File: src/rtl/adder_pkg.sv
// adder_pkg: shared state encoding, default slice width and chunk-count helper
package adder_pkg;
  typedef enum logic [1:0] {IDLE, RUN, DONE} state_t;
  localparam int SLICE_DEF = 6;
  // Returns 0 when width is not a positive whole number of slices, so the
  // instantiating block can reject the configuration at elaboration.
  function automatic int chunk_count(input int width, input int slice);
    return (slice > 0 && width >= slice && width % slice == 0) ? width / slice : 0;
  endfunction
endpackage

File: src/rtl/chunk_add.sv
// chunk_add: combinational SLICE-bit adder with carry in/out
//   a, b : SLICE-bit addends   cin : carry in
//   s    : SLICE-bit sum       cout: carry out
module chunk_add #(
  parameter int SLICE = 6
) (
  input  logic [SLICE-1:0] a,
  input  logic [SLICE-1:0] b,
  input  logic             cin,
  output logic [SLICE-1:0] s,
  output logic             cout
);
  assign {cout, s} = {1'b0, a} + {1'b0, b} + {{SLICE{1'b0}}, cin};
endmodule

File: src/rtl/seq_chunk_adder.sv
// seq_chunk_adder: multi-cycle WIDTH-bit adder, one SLICE-bit chunk per clock
//   clk, rst_n                   : clock, async active-low reset
//   in_valid/in_ready            : operand handshake (in_a, in_b, in_cin)
//   out_valid/out_ready          : result handshake (out_sum, out_cout)
//   busy                         : high while chunks are being added
module seq_chunk_adder
  import adder_pkg::*;
#(
  parameter int SLICE = SLICE_DEF,
  parameter int WIDTH = 24
) (
  input  logic             clk,
  input  logic             rst_n,
  input  logic             in_valid,
  output logic             in_ready,
  input  logic [WIDTH-1:0] in_a,
  input  logic [WIDTH-1:0] in_b,
  input  logic             in_cin,
  output logic             out_valid,
  input  logic             out_ready,
  output logic [WIDTH-1:0] out_sum,
  output logic             out_cout,
  output logic             busy
);
  localparam int NCHUNK = chunk_count(WIDTH, SLICE);
  localparam int KW = NCHUNK > 1 ? $clog2(NCHUNK) : 1;

  if (NCHUNK < 1) begin : g_bad_cfg
    $error("seq_chunk_adder: WIDTH must be a positive multiple of SLICE");
  end

  state_t           state, state_nxt;
  logic [KW-1:0]    k;
  logic             carry;
  logic [WIDTH-1:0] a_r, b_r;
  logic [SLICE-1:0] s;
  logic             c;
  logic             accept, last;

  chunk_add #(.SLICE(SLICE)) u_chunk (
    .a   (a_r[k*SLICE +: SLICE]),
    .b   (b_r[k*SLICE +: SLICE]),
    .cin (carry),
    .s   (s),
    .cout(c)
  );

  // Gated by rst_n so upstream never sees ready while reset is held.
  assign in_ready  = rst_n && (state == IDLE || (state == DONE && out_ready));
  assign accept    = in_valid && in_ready;
  assign last      = state == RUN && k == KW'(NCHUNK - 1);
  assign out_valid = state == DONE;
  assign busy      = state == RUN;

  always_comb begin
    state_nxt = state;
    case (state)
      IDLE:    state_nxt = accept ? RUN : IDLE;
      RUN:     state_nxt = last ? DONE : RUN;
      DONE:    state_nxt = accept ? RUN : out_ready ? IDLE : DONE;
      default: state_nxt = IDLE;
    endcase
  end

  always_ff @(posedge clk or negedge rst_n) begin
    if (!rst_n) begin
      state    <= IDLE;
      k        <= '0;
      carry    <= 1'b0;
      a_r      <= '0;
      b_r      <= '0;
      out_sum  <= '0;
      out_cout <= 1'b0;
    end else begin
      state <= state_nxt;
      if (accept) begin
        a_r   <= in_a;
        b_r   <= in_b;
        carry <= in_cin;
        k     <= '0;
      end else if (state == RUN) begin
        out_sum[k*SLICE +: SLICE] <= s;
        carry                     <= c;
        k                         <= k + 1'b1;
        if (last) out_cout <= c;
      end
    end
  end
endmodule

File: config.mk
export PLATFORM = sky130hd
export DESIGN_NAME = seq_chunk_adder
export DESIGN_NICKNAME = d
export VERILOG_FILES = /design/src/rtl/adder_pkg.sv /design/src/rtl/chunk_add.sv /design/src/rtl/seq_chunk_adder.sv
export SDC_FILE = /design/constraint.sdc
export NUM_CORES = 1
export LEC_CHECK = 0
export BUFFER_PORTS_ARGS = -buffer_cell sky130_fd_sc_hd__buf_2
export CAP_MARGIN = 40
export CORE_AREA = 3 3 129 131
export CTS_CLUSTER_DIAMETER = 30
export DETAILED_ROUTE_END_ITERATION = 7
export DIE_AREA = 0 0 132 134
export PLACE_DENSITY = 0.52
export REMOVE_ABC_BUFFERS = 1
export SYNTH_ARGS = -nofsm -noshare
export SYNTH_HDL_FRONTEND = slang
export SYNTH_HIERARCHICAL = 1
export SYNTH_SLANG_ARGS = --single-unit
File: constraint.sdc
create_clock -name clk -period 5.47 [get_ports clk]
set_clock_uncertainty 0.05 [all_clocks]
set_input_delay 0.2735 -clock clk [delete_from_list [all_inputs] [get_ports clk]]
set_output_delay 0.2735 -clock clk [all_outputs]
set_load 0.005 [all_outputs]
=== Word level (Yosys, flattened, before mapping) ===
Index checks and enable logic that the tools add are counted.

* Register bits: 78
* Bits in writable memories: 0
* Bits in read-only memories: 0
* Word-level logic and storage cells: 39
* Output and inout bits: 28
* Input port bits: 53
* Bits in latches: 0
* Memories kept: 0

* Reduce and logical (&&, ||, !) cells: 9
* Shifts and indexed selects: 4
* Multipliers: 1
* Div/mod/pow operators: 0
* Order comparisons: 0
* Bitwise logic cells: 1
* Muxes and demuxes: 10
* Eq/ne operators: 3
* Add/subtract/negate cells: 4

{| class="wikitable"
|+ Operator list
! operator !! number
|-
| $shiftx 24x6->6 || 2
|-
| $neg 5->34 || 1
|-
| $shift 6x34->24 const A || 1
|-
| $shiftx 6x34->24 || 1
|-
| $bwmux 24 || 1
|-
| $mux 2 || 5
|-
| $add 6x6->7 || 1
|-
| $add 7x1->7 || 1
|-
| $pmux 2 s3 || 1
|-
| $eq 2x2->1 const B || 2
|-
| $logic_and 1x1->1 || 4
|-
| $mul 2x2->4 const B || 1
|-
| $mux 1 || 3
|-
| $reduce_and 3->1 || 1
|-
| $add 2x1->2 const B || 1
|-
| $eq 2x1->1 const B || 1
|-
| $logic_not 2->1 || 1
|-
| $reduce_and 2->1 || 1
|-
| $reduce_bool 2->1 || 1
|-
| $logic_or 1x1->1 || 1
|-
| $not 1->1 || 1
|}

=== Depth between registers and ports, before layout ===
Gate-level depths: netlist of the first run.

* Word-level depth: 7
* Mapped depth: 12

=== By module ===
Netlist of the first run, hierarchy kept.

{| class="wikitable"
|+ Modules (own cells, without submodules)
! module !! sequential area each (µm²) !! times used !! area each (µm²) !! cells each
|-
| seq_chunk_adder || 1,951.9 || 1 || 3,606.0 || 248
|-
| chunk_add || 0.0 || 1 || 250.2 || 28
|}

=== Least setup slack after synthesis of the first run ===
OpenSTA, ideal clock, no wires.

* Path type: flip-flop to flip-flop
* From: register k[0]
* To: register carry
* Path buffers: 2
* Library setup time: 125 ps
* Arrival time: 3,075 ps
* Path slack: 2,220 ps
* Clock period less this slack: 3,250 ps
* Stages on the path, launching flop included: 13
* Path through: dfrtp_1 buf_2 buf_4 mux4_2 fa_1 inv_1 fa_1 nor2b_4 o31a_2 o21ai_2 nand2b_1 mux2_4 mux2_4

* Cells in the longest elaborated chain, start to end: 6
* Elaborated cells between the ends (all ways): 7

{| class="wikitable"
|+ Ends and longest elaborated chain
! what !! RTL line !! source
|-
| start, declared || seq_chunk_adder.sv:33 || <nowiki>logic [KW-1:0] k;</nowiki>
|-
| start signal, assigned || seq_chunk_adder.sv:84 || <nowiki>k <= k + 1'b1;</nowiki>
|-
| $mul 2x2->4 * || seq_chunk_adder.sv:41, seq_chunk_adder.sv:42 ||
|-
| $shiftx 24x6->6, on equally long branches || seq_chunk_adder.sv:41, seq_chunk_adder.sv:42 ||
|-
| $add 6x6->7 * || chunk_add.sv:13 || <nowiki>assign {cout, s} = {1'b0, a} + {1'b0, b} + {{SLICE{1'b0}}, cin};</nowiki>
|-
| $add 7x1->7 * || chunk_add.sv:13 ||
|-
| named net c || seq_chunk_adder.sv:37 || <nowiki>logic c;</nowiki>
|-
| $mux 1 * || seq_chunk_adder.sv:81 || <nowiki>end else if (state == RUN) begin</nowiki>
|-
| $mux 1 * || seq_chunk_adder.sv:76 || <nowiki>if (accept) begin</nowiki>
|-
| end signal, assigned || seq_chunk_adder.sv:79 || <nowiki>carry <= in_cin;</nowiki>
|-
| end, declared || seq_chunk_adder.sv:34 || <nowiki>logic carry;</nowiki>
|}

The timed path passes the listed nets; every way through them passes the cells marked *. The select of a mux whose other input is x is not followed.
A chain may end at the register's enable or synchronous reset.

=== Final worst setup path of the first run ===
* From: register k[0]
* To: register out_sum[8]

* Cells in the longest elaborated chain, start to end: 6
* Elaborated cells between the ends (all ways): 9

{| class="wikitable"
|+ Ends and longest elaborated chain
! what !! RTL line !! source
|-
| $mul 2x2->4 * || seq_chunk_adder.sv:41, seq_chunk_adder.sv:42 ||
|-
| $shiftx 24x6->6, on equally long branches || seq_chunk_adder.sv:41, seq_chunk_adder.sv:42 ||
|-
| $add 6x6->7 * || chunk_add.sv:13 ||
|-
| $add 7x1->7 * || chunk_add.sv:13 ||
|-
| named net s[4] || seq_chunk_adder.sv:36 || <nowiki>logic [SLICE-1:0] s;</nowiki>
|-
| $shiftx 6x34->24 * || seq_chunk_adder.sv:82 || <nowiki>out_sum[k*SLICE +: SLICE] <= s;</nowiki>
|-
| $bwmux 24 * || seq_chunk_adder.sv:82 ||
|-
| end signal, assigned by index || seq_chunk_adder.sv:82 ||
|-
| end, declared || seq_chunk_adder.sv:21 || <nowiki>output logic [WIDTH-1:0] out_sum,</nowiki>
|}

The timed path passes the listed nets; every way through them passes the cells marked *.

==> results of run 1 <==
==> repair_timing <==
item | CTS | global route
hold endpoints to repair | 31 | 0
endpoints found under the setup margin | 0 | 0
hold buffers | 1 | 0
==> power breakdown <==
| part | internal, mW | switching (mW) | total [mW] |
|---|---|---|---|
| Combinational | 0.885 | 0.963 | 1.85 |
| Clock | 0.364 | 0.210 | 0.574 |
| Sequential | 0.844 | 0.197 | 1.04 |
| Total | 2.09 | 1.37 | 3.46 |
==> cell families (layout without fill, tap and decap cells) <==
kind of cell,count (synthesis),count (layout),share of synthesized area
muxes,68,68,0.237
buffers and inverters,21,107,0.0357
DFF,78,78,0.506
xor gates and xnor gates,4,4,0.00908
AOI/OAI and AO/OA,43,43,0.0779
and+or+nand+nor,48,48,0.0850
adders and majority gates,14,14,0.0493
==> per-layer routing <==
metal,wire length (um),share of wire
met4,89,0.0097
met3,472,0.052
met2,4710,0.52
met1,3860,0.42
met5,0,0
==> state kept, by name (all words and copies together), names as in the netlist <==
register  cells
a_r          24
out_cout      1
out_sum      24
b_r          24
k             2
state         2
carry         1
==> placed cells by master (no fill, tap or decap), types with 2 or more instances in the layout <==
master / instances
clkbuf_16: 9
mux2_4: 5
nand4b_1: 2
nand3b_1: 2
a21oi_1: 4
o21ai_0: 15
dfrtp_1: 78
ha_1: 12
nor2_1: 2
mux2i_1: 5
o31ai_1: 5
mux4_2: 12
nand2b_1: 4
xnor2_1: 4
a22o_1: 12
nor4b_2: 2
mux2_2: 45
nand2_1: 22
nor2b_4: 2
inv_1: 8
buf_4: 3
fa_1: 2
buf_2: 79
nor3_1: 2
clkbuf_1: 4
==> per-stage QoR <==
step,worst slack (ns),power [mW]
final,1.94,3.46
after global routing,1.67,3.75
after CTS,1.87,3.50
after detailed placement,1.90,2.91
after global placement,1.95,2.85
after floorplan,1.88,2.34
==> worst paths after layout <==
kind                                   from     endpoint  slack [ns]  cells after the start
worst max-delay path                   k[0]   out_sum[8]        1.94                      9
min in group asynchronous             rst_n   out_sum[6]        0.39                      2
max in group asynchronous             rst_n      b_r[23]        3.99                      3
worst min register to register  out_sum[11]  out_sum[11]        0.42                      2
worst min-delay path              out_ready     state[1]        0.10                      2
worst max register to register         k[0]   out_sum[8]        1.94                      9
==> layout make-up <==
cell class                 instances  area (sq um)
multi-input combinational        177          1770
tap                              216           270
inverter                           8          30.0
sequential                        78          1950
timing repair buffer              84           448
clock buffer                      14           254
fill                            1618         11000
clock inverter                     1          30.0
==> worst max-delay path: stages, from the launching register on <==
cell and delay, ns:
dfrtp_1 0.79, mux4_2 0.61, fa_1 0.48, inv_1 0.09
fa_1 0.24, nor2b_4 0.05, o31a_2 0.30, a21oi_1 0.40
mux2i_1 0.16, o31ai_1 0.25
==> synth_stat cells, drive strengths merged (2+ instances only) <==
cell type,number
nand2,22
a21oi,5
mux4,12
dfrtp,78
mux2,51
ha,12
xnor2,4
o31ai,5
nand3b,4
nand2b,4
mux2i,5
inv,8
nor2b,3
fa,2
a22o,12
nor3,2
o21ai,16
nand4b,3
nor2,2
clkbuf,3
nor4b,2
buf,10
==> qor.csv, run 1 <==
metric,value,unit
class of the worst hold path,input pin to flip-flop,
layout cells sized above 1,0.467,
NumNets Final,425,
Mean Syn Cell Area,14.0,sq um
normalized max-slew margin,0.487,
Post-synth ARST share,1.00,
RSZ-0062 raised after global routing,no,
Resize count post-CTS,0,
First-pass DRT Iterations,4,
worst slew pin tran,0.769,ns
Cell variety after synth,43,
Die W,132,um
critical path startpoint category,flip-flop,
"Primary FF master, synth",dfrtp_1,
PwrDens,729,nW/um^2
# port buffers,80,
met3 usage,0.0353,
Syn Std Cell Area,3860,sq um
placed insts,562,
Placer Congestion,0.801,
dpl hpwl,6.97,mm
first-pass GRT wire length,15.0,mm
post-route insts no fill,578,
Post-synth EDFFs,0,
Worst VDD drop,0.000333,V
met1 Use GR,0.128,
setup TNS,0,ns
top-area cell type share of the netlist area,0.506,
routed vias,2469,
residual DRC count,0,
Max Clock Freq,283,MHz
WL/cell,15.8,um
clk_lat worst skew,0.33,ns
vias in the first global route,2754,
H-tree Lvls,3,
Crit path arrival time,3.71,ns
total I/O pin count,81,
clock root buffer,clkbuf_16,
Setup Buffers After CTS,0,
register bit count reported by yosys,78,
fin crit share,0.646,
initial antenna violation count,0,
Detail Route Antenna Nets,0,
clock sinks,78,
Syn Inst Count,276,
Core Footprint,15700,sq um
DRT Wirelength,9.13,mm
Hold Fails Final Rpt,0,
Critical Path RT,5.65,ns
Avg Vias per Cell,4.27,
Yosys warning count,6,
DRT iter0 DRCs,78,
Synth-to-Final Area Change,23.2,%
Clock Tree Buf Depth,2,
die area,17700,sq um
worst-path maximum fanout,11,
"area leader, netlist",dfrtp_1,
WS Path Type,flip-flop to flip-flop,
final setup vio count,0,
met2 GRT Util,0.193,
leading post-synthesis cells by cell area,"dfrtp_1 (51%), mux2_2 (13%), mux4_2 (7.0%)",
Overall Global Routing Usage,0.109,
cell leakage power,2.20,nW
Slew Limit Fails,0,
Critical Path Sink Type,flip-flop,
height of the chip,134,um
Ant. Diodes,0,
Hold WS,0.103,ns
status,finished clean,
"Seq/Total Area, Yosys",0.506,
cell area after layout,4750,sq um
fin util,0.302,
TritonCTS clock tree,yes,
gr busiest metal,met2,
grt ovf,0,
placed instance area,4460,sq um
largest net degree at the start of global routing,48,
clk slew on worst S/H paths,0.06,ns
Initial Util,0.245,
maxcap violations,0,
FP Rows,46,
CTS Buf Count,9,
post-route minimum period,3.53,ns
Power figures use the tool's default switching activity.
==> run 2: changes to the inputs <==
PLACE_DENSITY = 0.54   (was 0.52)
clock period = 3.1 ns   (was 5.47 ns; I/O delays follow)
==> run 2 against run 1 <==
Against the previous run: combinational power increased by 100%; power increased by 88%; register-to-register slack got worse by 1.8 ns; clock power increased by 71%; cell count increased by 6.7%; wire length increased by 1.5%; cell area increased by 8.2%; critical endpoint is now carry; sequential cell count unchanged.
==> qor.csv, run 2 (synthesized netlist as in run 1, its figures left out) <==
metric,value,unit,change
setup TNS,0,ns,unchanged
R2R Path End,carry,,
Core Footprint,15700,sq um,unchanged
Clock power frac,0.151,,-0.015
flop-to-flop setup slack,0.16,ns,-1.78 ns
"leading cell type in the layout, fill and taps excluded",buf_2,,
Psw,2.54,mW,+86%
vias in the first global route,2878,,+4.5%
Hold Fails Final Rpt,0,,unchanged
height of the chip,134,um,unchanged
Critical Path RT,3.27,ns,-2.38 ns
"leading cell types in the layout, fill and taps excluded","buf_2 (79), dfrtp_1 (77), mux2_2 (45), dlygate4sd3_1 (31), nand2_1 (22)",,
Reg2Reg Depth,10,,+1
met2 GRT Util,0.188,,-0.00456
RSZ-0062 raised after global routing,no,,
First-pass DRT Iterations,4,,unchanged
post-route minimum period,2.94,ns,-0.590 ns
residual DRC count,0,,unchanged
Clock Tree Buf Depth,2,,unchanged
Critical R2R Launch,k[0],,
cell leakage power,2.37,nW,+8.0%
Hold Startpoint,in_a[1],,
routed vias,2611,,+5.8%
TritonCTS clock tree,yes,,
grt ovf,0,,unchanged
clock sinks,78,,unchanged
initial antenna violation count,0,,unchanged
Critical Path Sink Type,flip-flop,,
Avg Vias per Cell,4.23,,-0.93%
internal power contribution,3.95,mW,+89%
met3 usage,0.0304,,-0.00488
fin util,0.327,,+0.0249
Hold Path Cell Cnt,2,,unchanged
placed insts,570,,+1.4%
status,finished clean,,
H-tree Lvls,3,,unchanged
total I/O pin count,81,,unchanged
Fillers,1592,,-1.6%
Max Clock Freq,340,MHz,+20%
fin crit share,0.949,,+0.303
class of the worst hold path,input pin to flip-flop,,
met1 Use GR,0.136,,+0.00796
first-pass GRT wire length,15.2,mm,+0.92%
Ant. Diodes,0,,unchanged
clock root buffer,clkbuf_16,,
Crit path arrival time,3.12,ns,-0.59 ns
largest net degree at the start of global routing,55,,+15%
layout cells sized above 1,0.459,,-0.00800
Initial Util,0.245,,unchanged
part of the power in registers,0.273,,-0.028
# port buffers,80,,unchanged
critical path startpoint category,flip-flop,,
DRT Wirelength,9.27,mm,+1.5%
Comb pwr share,0.576,,+0.042
WL/cell,15.0,um,-4.9%
CTS Buf Count,9,,unchanged
NumNets Final,464,,+9.2%
WS Path Type,flip-flop to flip-flop,,
Worst Hold End,a_r[1],,
Overall Global Routing Usage,0.109,,about the same
DRT iter0 DRCs,132,,+69%
maxcap violations,0,,unchanged
clk_lat worst skew,0.34,ns,about the same
clk slew on worst S/H paths,0.06,ns,about the same
biggest regs,"a_r (24), b_r (24), out_sum (24)",,
Synth-to-Final Area Change,33.4,%,
worst slew pin tran,0.463,ns,-0.306 ns
FP Rows,46,,unchanged
Placer Congestion,0.785,,-2.1%
final setup vio count,0,,unchanged
normalized max-slew margin,0.690,,+0.203
Detail Route Antenna Nets,0,,unchanged
gr busiest metal,met2,,
die area,17700,sq um,unchanged
dpl hpwl,7.00,mm,+0.34%
Slew Limit Fails,0,,unchanged
Die W,132,um,unchanged
PwrDens,1260,nW/um^2,+73%
sw frac,0.391,,-0.00430
worst-path maximum fanout,4,,-7
Worst VDD drop,0.000485,V,+46%
post-route insts no fill,617,,+6.7%
-- run 2: changes by cell type in the layout (fill, tap and decap cells not counted), sizes merged --
cell	before	now
buf	83	92
clkinv	0	1
clkbuf	14	12
dlygate4sd3	1	31
clkinvlp	0	2
bufinv	1	0
-- run 2: layer usage --
metal / routed length [um] / part of all wire / vias to the layer above
li1: - / - / 1248
met1: 4190 / 0.45 / 1278
met2: 4510 / 0.49 / 74
met3: 446 / 0.048 / 11
met4: 118 / 0.013 / 0
met5: 0 / 0 / -
-- run 2: worst max path at each step --
| stage | from | to | depth (start not counted) | slack (ns) |
|---|---|---|---|---|
| after floorplan | k[0] | carry | 10 | -0.49 |
| after global placement | k[0] | carry | 10 | 0.11 |
| after detailed placement | k[0] | carry | 10 | 0.04 |
| after CTS | k[0] | carry | 10 | 0.04 |
| after global routing | k[0] | carry | 10 | 0.01 |
| final | k[0] | carry | 10 | 0.16 |
-- run 2: power by group through the flow --
stage / logic (mW) / registers (mW) / clock network (mW)
after floorplan: 2.36 / 1.77 / 0
after global placement: 3.57 / 1.77 / 0
after detailed placement: 3.65 / 1.79 / 0
after CTS: 3.71 / 1.78 / 1.02
after global routing: 4.13 / 1.83 / 1.05
final: 3.74 / 1.77 / 0.982
-- run 2: layout make-up --
type	count	area, sq um	share of cell area
clock buffer	12	256	0.0499
timing repair buffer	123	836	0.163
multi-input combinational	177	1780	0.345
sequential	78	1950	0.380
clock inverter	3	20.0	0.00389
inverter	8	30.0	0.00584
tap	216	270	0.0526
-- run 2: what timing repair did --
| action | 4_1_cts | 5_1_grt |
|---|---|---|
| hold buffers | 31 | 0 |
| setup buffers | 0 | 1 |
| endpoints found under the hold margin | 54 | 0 |
| gates resized for setup | 0 | 3 |
| endpoints found under the setup margin | 0 | 8 |
-- run 2: metrics by stage --
stage          setup WS (ns)  hold slack, ns  area [sq um]  power (mW)
2_1_floorplan         -0.488          -0.191          3750        4.13
3_3_place_gp           0.106           0.311          4490        5.34
3_5_place_dp          0.0423           0.194          4540        5.45
4_1_cts               0.0386        0.000214          5120        6.51
5_1_grt               0.0125         0.00455          5140        7.01
6_report               0.159         0.00660          5140        6.50
-- run 2: worst max-delay path, stage by stage (launching register included) --
cell and delay [ns]:
dfrtp_2 0.40, mux4_2 0.53, fa_1 0.48, inv_1 0.09, fa_2 0.24, nor2b_4 0.05
o31a_2 0.30, o21ai_2 0.11, nand2b_1 0.08, mux2_4 0.26, mux2_4 0.25
==> run 3: changes to the inputs <==
CTS_BUF_LIST = sky130_fd_sc_hd__clkbuf_4   (was unset)
==> run 3 against run 2 <==
Against the previous run: combinational power about the same; cell count increased by 3.4%; utilization increased by 0.23 points; critical path depth unchanged; sequential share of layout area decreased by 0.27 points; count of clock-buffer cells in the layout decreased by 2; sequential cell count unchanged; critical path type unchanged; largest cell class unchanged; largest power group unchanged; highest routed layer unchanged.
==> qor.csv, run 3 (synthesized netlist as in run 1, its figures left out) <==
metric,value,unit,change
clock sinks,78,,unchanged
layout cells sized above 1,0.434,,-0.0252
internal power contribution,3.55,mW,-10%
Avg Vias per Cell,4.21,,-0.59%
cell leakage power,2.38,nW,+0.44%
met3 wire length,480,um,+7.6%
Detail Route Antenna Nets,0,,unchanged
Hold WS,0.259,ns,+0.253 ns
Top Metal Used,met4,,
post-route insts no fill,638,,+3.4%
Psw,2.49,mW,-2.0%
clock root buffer,clkbuf_4,,
sw frac,0.412,,+0.0211
initial antenna violation count,0,,unchanged
DRT Wirelength,9.42,mm,+1.6%
dpl hpwl,7.00,mm,unchanged
PwrDens,1170,nW/um^2,-7.7%
critical path startpoint category,flip-flop,,
H-tree Lvls,3,,unchanged
Overall Global Routing Usage,0.111,,+0.00129
largest net degree at the start of global routing,55,,unchanged
TritonCTS clock tree,yes,,
post-route minimum period,2.95,ns,+0.0134 ns
final setup vio count,0,,unchanged
Max Clock Freq,338,MHz,-0.46%
Worst VDD drop,0.000428,V,-12%
Crit path arrival time,3.24,ns,+0.12 ns
Comb pwr share,0.623,,+0.047
NumNets Final,485,,+4.5%
CTS Buf Count,9,,unchanged
grt ovf,0,,unchanged
clk_lat worst skew,0.44,ns,+0.10 ns
class of the worst hold path,input pin to async pin,,
Slew Limit Fails,0,,unchanged
Clock power frac,0.085,,-0.066
First-pass DRT Iterations,4,,unchanged
Core Footprint,15700,sq um,unchanged
placed instance area,4540,sq um,unchanged
FP Rows,46,,unchanged
height of the chip,134,um,unchanged
Initial Util,0.245,,unchanged
part of the power in registers,0.292,,+0.019
WS Path Type,flip-flop to flip-flop,,
Clock Tree Buf Depth,2,,unchanged
met2 wire length,4.54,mm,+0.58%
RSZ-0062 raised after global routing,no,,
Fillers,1596,,+0.25%
biggest regs,"a_r (24), b_r (24), out_sum (24)",,
cell area after layout,5180,sq um,+0.71%
first-pass GRT wire length,15.4,mm,+1.3%
"leading cell types in the layout, fill and taps excluded","buf_2 (79), dfrtp_1 (77), dlygate4sd3_1 (52), mux2_2 (45), nand2_1 (22)",,
Synth-to-Final Area Change,34.3,%,
total I/O pin count,81,,unchanged
Critical Path Sink Type,flip-flop,,
placed insts,570,,unchanged
routed vias,2684,,+2.8%
# port buffers,80,,unchanged
Ant. Diodes,0,,unchanged
fin crit share,0.953,,+0.00434
worst-path maximum fanout,4,,unchanged
clk slew on worst S/H paths,0.13,ns,+0.07 ns
M1 wire length,4.25,mm,+1.4%
worst slew pin tran,0.460,ns,-0.00381 ns
normalized max-slew margin,0.693,,+0.00255
status,finished clean,,
die area,17700,sq um,unchanged
DRT iter0 DRCs,112,,-15%
Hold Fails Final Rpt,0,,unchanged
maxcap violations,0,,unchanged
WL/cell,14.8,um,-1.7%
"leading cell type in the layout, fill and taps excluded",buf_2,,
vias in the first global route,2965,,+3.0%
Die W,132,um,unchanged
Critical Path RT,3.39,ns,+0.12 ns
Placer Congestion,0.785,,unchanged
residual DRC count,0,,unchanged
## run 3: timing repair
action                     CTS  global route
resized for setup            0             3
hold buffers                52             0
setup endpoints to repair    0             8
buffers inserted             0             1
hold endpoints to repair    76             0
## run 3: power by group through the flow
stage / clock, mW / combinational (mW) / sequential (mW)
4_1_cts: 0.550 / 3.72 / 1.77
3_3_place_gp: 0 / 3.57 / 1.77
6_report: 0.514 / 3.76 / 1.76
5_1_grt: 0.573 / 4.15 / 1.83
2_1_floorplan: 0 / 2.36 / 1.77
3_5_place_dp: 0 / 3.65 / 1.79
## run 3: path summary, 6_finish.rpt
path                                  start           to  slack, ns  depth (start not counted)
worst max-delay path                   k[0]        carry       0.15                         10
worst min-delay path                  rst_n  out_sum[10]       0.26                          3
worst max register to register         k[0]        carry       0.15                         10
worst min register to register  out_sum[11]  out_sum[11]       0.43                          2
max in group asynchronous             rst_n      b_r[16]       2.16                          4
min in group clk                  out_ready     state[1]       0.42                          3
## run 3: stage by stage
| step | setup slack [ns] | utilization | power, mW | TNS (ns) |
|---|---|---|---|---|
| final | 0.145 | 0.330 | 6.04 | 0 |
| after global routing | 0.00129 | 0.330 | 6.54 | 0 |
| after CTS | 0.0415 | 0.328 | 6.04 | 0 |
| after detailed placement | 0.0423 | 0.289 | 5.45 | 0 |
| after global placement | 0.106 | 0.286 | 5.34 | 0 |
| after floorplan | -0.488 | - | 4.13 | -3.08 |
## run 3: final cells by class
cell class / instances / area [sq um] / share of cell area
flip-flops and latches: 78 / 1950 / 0.377
multi-input cells: 177 / 1780 / 0.343
repair buffers: 144 / 1050 / 0.202
well taps: 216 / 270 / 0.0522
clock buffers: 10 / 75.1 / 0.0145
inverters: 8 / 30.0 / 0.00580
clock inverters: 5 / 27.5 / 0.00532
## run 3: routing by layer
layer | vias up | track usage
met4 | 0 | 0.0362
met2 | 79 | 0.186
li1 | 1288 | -
met1 | 1307 | 0.136
met5 | - | 0
met3 | 10 | 0.0341
## run 3: critical path: stages (launching register included)
cell and delay, ns:
dfrtp_2 0.43, mux4_2 0.54, fa_1 0.48, inv_1 0.09, fa_2 0.24, nor2b_4 0.05, o31a_2 0.30, o21ai_2 0.11
nand2b_1 0.08, mux2_4 0.26, mux2_4 0.25
